<file path="config.mk">
export PLATFORM = sky130hd
export DESIGN_NAME = fetch_ctrl
export DESIGN_NICKNAME = d
export VERILOG_FILES = /design/src/rtl/fetch_pkg.sv /design/src/rtl/fetch_timeout_ctr.sv /design/src/rtl/fetch_ctrl.sv
export SDC_FILE = /design/constraint.sdc
export NUM_CORES = 1
export LEC_CHECK = 0
export ABC_AREA = 1
export BUFFER_PORTS_ARGS = -buffer_cell sky130_fd_sc_hd__buf_2
export CAP_MARGIN = 10
export CORE_UTILIZATION = 52
export CTS_CLUSTER_SIZE = 8
export DETAILED_ROUTE_END_ITERATION = 7
export MAX_ROUTING_LAYER = met4
export PLACE_DENSITY = 0.95
export REMOVE_ABC_BUFFERS = 1
export SLEW_MARGIN = 25
export SYNTH_ARGS = -nofsm -noshare
export SYNTH_HDL_FRONTEND = slang
export SYNTH_SLANG_ARGS = --single-unit
</file>
<file path="constraint.sdc">
create_clock -name clk -period 3.9 [get_ports clk]
set_input_delay 1.17 -clock clk [delete_from_list [all_inputs] [get_ports clk]]
set_output_delay 1.17 -clock clk [all_outputs]
set_load 0.005 [all_outputs]
</file>
<file path="src/rtl/fetch_pkg.sv">
// Shared state encoding and constants for the instruction-fetch controller.
// The ERR state exists only when FETCH_TIMEOUT_EN is defined.
package fetch_pkg;

  localparam int unsigned INSTR_BYTES   = 4;
  localparam logic [31:0] RESET_VEC_DEF = 32'h0000_0000;

`ifdef FETCH_TIMEOUT_EN
  typedef enum logic [1:0] {
    ST_IDLE = 2'd0,
    ST_REQ  = 2'd1,
    ST_HOLD = 2'd2,
    ST_ERR  = 2'd3
  } fetch_state_e;
`else
  typedef enum logic [1:0] {
    ST_IDLE = 2'd0,
    ST_REQ  = 2'd1,
    ST_HOLD = 2'd2
  } fetch_state_e;
`endif

  // Redirect targets are forced onto a word boundary.
  function automatic logic [31:0] align_word(input logic [31:0] addr);
    return {addr[31:2], 2'b00};
  endfunction

  // Sequential next word; wraps modulo 2^32 by construction.
  function automatic logic [31:0] next_word(input logic [31:0] addr);
    return addr + 32'(INSTR_BYTES);
  endfunction

endpackage

</file>
<file path="src/rtl/fetch_timeout_ctr.sv">
// Counts consecutive cycles with i_count high; o_expired marks the last one.
// Used by fetch_ctrl only when FETCH_TIMEOUT_EN is defined.
module fetch_timeout_ctr #(
  parameter int unsigned TIMEOUT_CYC = 16
) (
  input  logic clk,
  input  logic reset,
  input  logic i_count,
  output logic o_expired
);

  localparam int unsigned CW = (TIMEOUT_CYC > 1) ? $clog2(TIMEOUT_CYC) : 1;

  logic [CW-1:0] r_count;

  // A cycle without i_count breaks the run, so the count restarts.
  always_ff @(posedge clk) begin
    if (reset || !i_count) r_count <= '0;
    else                   r_count <= r_count + CW'(1);
  end

  assign o_expired = i_count && (r_count == CW'(TIMEOUT_CYC - 1));

endmodule

</file>
<file path="src/rtl/fetch_ctrl.sv">
// Instruction-fetch controller: one outstanding request, a one-word holding
// register toward decode, and branch redirect. FETCH_TIMEOUT_EN adds ERR.
module fetch_ctrl
  import fetch_pkg::*;
#(
  parameter logic [31:0] RESET_VEC = RESET_VEC_DEF
`ifdef FETCH_TIMEOUT_EN
  , parameter int unsigned TIMEOUT_CYC = 16
`endif
) (
  input  logic        clk,
  input  logic        reset,
  input  logic [31:0] ppc,
  output logic [31:0] next,
  output logic        imem_req,
  output logic [31:0] imem_addr,
  input  logic        imem_rvalid,
  input  logic [31:0] imem_rdata,
  input  logic        br_taken,
  input  logic [31:0] br_target,
  output logic [31:0] instr,
  output logic        instr_valid,
  input  logic        instr_ready,
  output logic        fetch_err
);

  fetch_state_e r_state;
  logic [31:0]  r_addr;
  logic         r_imem_req;
  logic [31:0]  r_instr;
  logic         r_instr_valid;
  logic         r_kill;

  logic [31:0]  w_br_al;
  logic [31:0]  w_ppc_inc;
  logic         w_in_err;
  logic         w_expired;

  assign w_br_al   = align_word(br_target);
  assign w_ppc_inc = next_word(ppc);

`ifdef FETCH_TIMEOUT_EN
  logic r_fetch_err;

  assign w_in_err  = (r_state == ST_ERR);
  assign fetch_err = r_fetch_err;

  fetch_timeout_ctr #(
    .TIMEOUT_CYC (TIMEOUT_CYC)
  ) u_timeout (
    .clk       (clk),
    .reset     (reset),
    .i_count   ((r_state == ST_REQ) && !imem_rvalid),
    .o_expired (w_expired)
  );
`else
  assign w_in_err  = 1'b0;
  assign w_expired = 1'b0;
  assign fetch_err = 1'b0;
`endif

  // NOTE: next is assigned its default first so no path through the block
  // leaves it unassigned, which would otherwise infer a latch.
  always_comb begin
    next = ppc;
    if (reset)                                  next = RESET_VEC;
    else if (br_taken && !w_in_err)             next = w_br_al;
    else if (r_state == ST_HOLD && instr_ready) next = w_ppc_inc;
  end

  // NOTE: state uses non-blocking assignments so every register samples the
  // pre-edge values, independent of statement order within the block.
  always_ff @(posedge clk) begin
    if (reset) begin
      r_state       <= ST_IDLE;
      r_addr        <= RESET_VEC;
      r_imem_req    <= 1'b0;
      r_instr       <= '0;
      r_instr_valid <= 1'b0;
      r_kill        <= 1'b0;
`ifdef FETCH_TIMEOUT_EN
      r_fetch_err   <= 1'b0;
`endif
    end else begin
      case (r_state)
        ST_IDLE: begin
          // Any response seen here belongs to a request abandoned by reset.
          r_state    <= ST_REQ;
          r_imem_req <= 1'b1;
          r_addr     <= br_taken ? w_br_al : ppc;
        end
        ST_REQ: begin
          if (br_taken) begin
            // Without a response in hand the old request is still in flight,
            // so its address is held and the eventual reply is dropped.
            if (imem_rvalid) begin
              r_kill <= 1'b0;
              r_addr <= w_br_al;
            end else begin
              r_kill <= 1'b1;
            end
          end else if (imem_rvalid) begin
            if (r_kill) begin
              r_kill <= 1'b0;
              r_addr <= ppc;
            end else begin
              r_instr       <= imem_rdata;
              r_instr_valid <= 1'b1;
              r_imem_req    <= 1'b0;
              r_state       <= ST_HOLD;
            end
          end
`ifdef FETCH_TIMEOUT_EN
          if (w_expired) begin
            r_state     <= ST_ERR;
            r_imem_req  <= 1'b0;
            r_fetch_err <= 1'b1;
          end
`endif
        end
        ST_HOLD: begin
          if (br_taken || instr_ready) begin
            r_instr_valid <= 1'b0;
            r_imem_req    <= 1'b1;
            r_state       <= ST_REQ;
            r_addr        <= br_taken ? w_br_al : w_ppc_inc;
          end
        end
        default: ; // ERR is left only through reset
      endcase
    end
  end

  assign imem_req    = r_imem_req;
  assign imem_addr   = r_addr;
  assign instr       = r_instr;
  assign instr_valid = r_instr_valid;

endmodule

</file>
==> out/results.txt <==
die height -> 94.3 um
area leader, netlist -> dfxtp_1
synth warn -> 0
total grt overflow -> 0
synth unique cells -> 39
Critical Path RT -> 2.73 ns
core area -> 8220 um^2
highest clock rate -> 0.268 GHz
Clock Pin Slew Worst Setup and Hold Paths -> 0.08 ns
CTS root buffer -> clkbuf_8
startpoint types -> input pin
Final setup viols -> 0
Tmin final -> 3.74 ns
pin count of the biggest net entering global routing -> 74
hold depth -> 2
Max Slew Vio Count -> 0
Hold Crit Class -> reg2reg
fin crit share -> 95.8%
critical path arrival -> 2.57 ns
total CTS buffers -> 9
vias in the first global route -> 4866
synthesized instance count -> 732
WHS -> 0.466 ns
NumNets Final -> 1010
Slew HR -> 47.7%
Mapped Area -> 4430 um^2
Worst path max stage delay -> 0.25 ns
WHS Endpoint -> imem_addr[2]
Top FF cell, synth -> dfxtp_1
share of layout cells above drive strength 1 -> 27.0%
Hold Startpoint -> imem_addr[2]
Clock Sinks -> 68
diodes inserted -> 0
Tightest Pin Transition -> 0.779 ns
Max Cap Viol -> 0
Die W -> 94.3 um
pwr dens -> 347 nW/um^2
post-DP HPWL -> 10200 um
port bufs -> 196
VDD IR-drop max -> 0.000191 V
r2r setup slk -> 1.91 ns
H-tree level count -> 3
area grow syn2layout -> 28.5%
Final Skew -> 0.0132 ns
reg2reg end -> imem_addr[2]
FP Rows -> 33
Critical R2R Launch -> r_state[0]
wire per inst -> 13.6 um
Clock Tree Buf Depth -> 2
RSZ-0062 raised after global routing -> yes
status -> finished clean
Setup CP Type -> in2out
first-pass GRT wire length -> 21900 um
initial antenna violation count -> 0
TritonRoute pass-1 iters -> 5
Ports -> 200
R2R cell count -> 8
CP Max Fanout -> 3
post-route ant nets -> 0
setup repair bufs after CTS -> 0
endpoints failing hold -> 0
final wirelength -> 13800 um
largest cells by area after synthesis -> dfxtp_1 31%, nand2_1 15%, nor2_1 11%
latest clock arrival within the worst-skew pair -> 0.35 ns
starting density of the core -> 53.9%
gr usage total -> 31.9%
Syn Area/Cell -> 6.05 um^2
Worst Setup End Kind -> output pin
CTS tree -> built
cells along the critical path -> buf_2 > ha_1 > nand2_1 > nor2_2 > nand3_1 > o21ai_0 > nand3_1 > nand2_1 > a21oi_1 > buf_2
LEAKAGE -> 2.81 nW
drt via density -> 5.35
DRC viols -> 0
Tot Pwr -> 1.97 mW
asr flop ratio synth -> 0%
number of flops mapped to enable cells by yosys -> 0
sequential share of the synthesized area -> 30.7%
drt initial violations -> 238
vias -> 5444
Placer Congestion -> 0.857
post-synth top area share -> 30.7%
crit path max-delay cell type -> o21ai_0
die area -> 8890 um^2
FF+latch count, synth -> 68
## synthesized netlist by cell type, types with 2 or more instances
master	n
a211oi_1	2
a21boi_0	3
a21oi_1	48
a21oi_2	2
a31oi_1	13
buf_2	14
buf_4	5
clkbuf_1	18
clkinv_1	2
dfxtp_1	68
inv_1	45
inv_2	5
nand2_1	180
nand2_2	5
nand2_4	2
nand3_1	33
nor2_1	135
nor2_2	4
nor2_4	5
nor3_1	3
o211ai_1	2
o21ai_0	88
o21ai_1	9
o22ai_1	8
o31ai_1	13
xor2_1	7
## critical path, delay by kind of cell
kind,cells,cell delay [ns]
compound gates,2,0.31
fa+ha+maj,1,0.22
buf+inv,2,0.26
simple gates,5,0.61
## state kept, by name, indices dropped and copies added (netlist names)
register,cells
imem_addr,32
instr,32
instr_valid,1
r_kill,1
r_state,2
## stage by stage
step	setup TNS [ns]	area, um^2	utilization, %	setup WS [ns]	cells
2_1_floorplan	0	4240	-	0.205	693
3_3_place_gp	0	5430	66.0	0.170	1002
3_5_place_dp	0	5430	66.0	0.136	1002
4_1_cts	0	5690	69.2	0.121	1017
5_1_grt	-0.00219	5690	69.3	-0.00219	1017
6_report	0	5690	69.3	0.163	1017
## what timing repair did
item	in CTS	in global routing
hold buffers	0	0
gates resized for setup	0	2
setup endpoints to repair	0	6
## worst max-delay path by stage
stage                     endpoint        start  cells past startpoint
after CTS                 next[30]       ppc[3]                     11
after global routing      next[18]       ppc[3]                     10
after detailed placement  next[30]       ppc[3]                     11
after floorplan            next[2]  instr_ready                      5
after global placement    next[30]       ppc[3]                     11
final                     next[20]       ppc[3]                     10
## area by class of cell
| type | count | area [um^2] |
|---|---|---|
| inverters | 53 | 201 |
| well taps | 105 | 131 |
| clock inverters | 6 | 138 |
| flip-flops and latches | 68 | 1360 |
| fillers | 759 | 2520 |
| multi-input cells | 572 | 2690 |
| clock buffers | 9 | 124 |
| repair buffers | 204 | 1050 |
## cell families (layout without fill, tap and decap cells)
logic type                 count (synthesis)  in the layout  synth area share [%]
adders and majority gates                  1              1                 0.282
and+or+nand+nor                          371            371                  34.7
buffers and inverters                     92            272                  8.84
xor gates and xnor gates                   7              7                  1.38
DFF                                       68             68                  30.7
other                                      1              1                0.0846
AOI/OAI and AO/OA                        192            192                  24.0
## layout by cell type, fill, tap and decap left out, types with 3 or more instances in the layout
cell type | Yosys | final
nand2_2 | 5 | 4
nand3_1 | 33 | 33
nor2_4 | 5 | 5
nor2_2 | 4 | 5
nand2_1 | 180 | 180
o21ai_1 | 9 | 9
bufinv_16 | 0 | 4
o22ai_1 | 8 | 8
inv_1 | 45 | 45
nor2_1 | 135 | 134
o21ai_0 | 88 | 88
xor2_1 | 7 | 7
a21boi_0 | 3 | 3
o31ai_1 | 13 | 13
a21oi_1 | 48 | 48
a31oi_1 | 13 | 13
dfxtp_1 | 68 | 68
buf_2 | 14 | 196
clkbuf_8 | 0 | 9
nor3_1 | 3 | 3
inv_2 | 5 | 5
buf_4 | 5 | 7
nand2_4 | 2 | 3
## where the power goes
part	switching, mW	internal [mW]	leakage [nW]
registers	0.0247	0.749	0.560
clock network	0.293	0.489	0.129
logic	0.245	0.173	2.12
## metal layers
metal	wire length, um	vias to the layer above	global-route usage [%]	part of all wire (%)
met5	0	-	-	0
met4	390	0	13.7	2.8
met3	1140	38	7.28	8.3
met2	6680	229	55.0	48
met1	5590	2428	35.1	40
li1	-	2749	-	-
No activity file was read; power rests on OpenSTA's default activity.
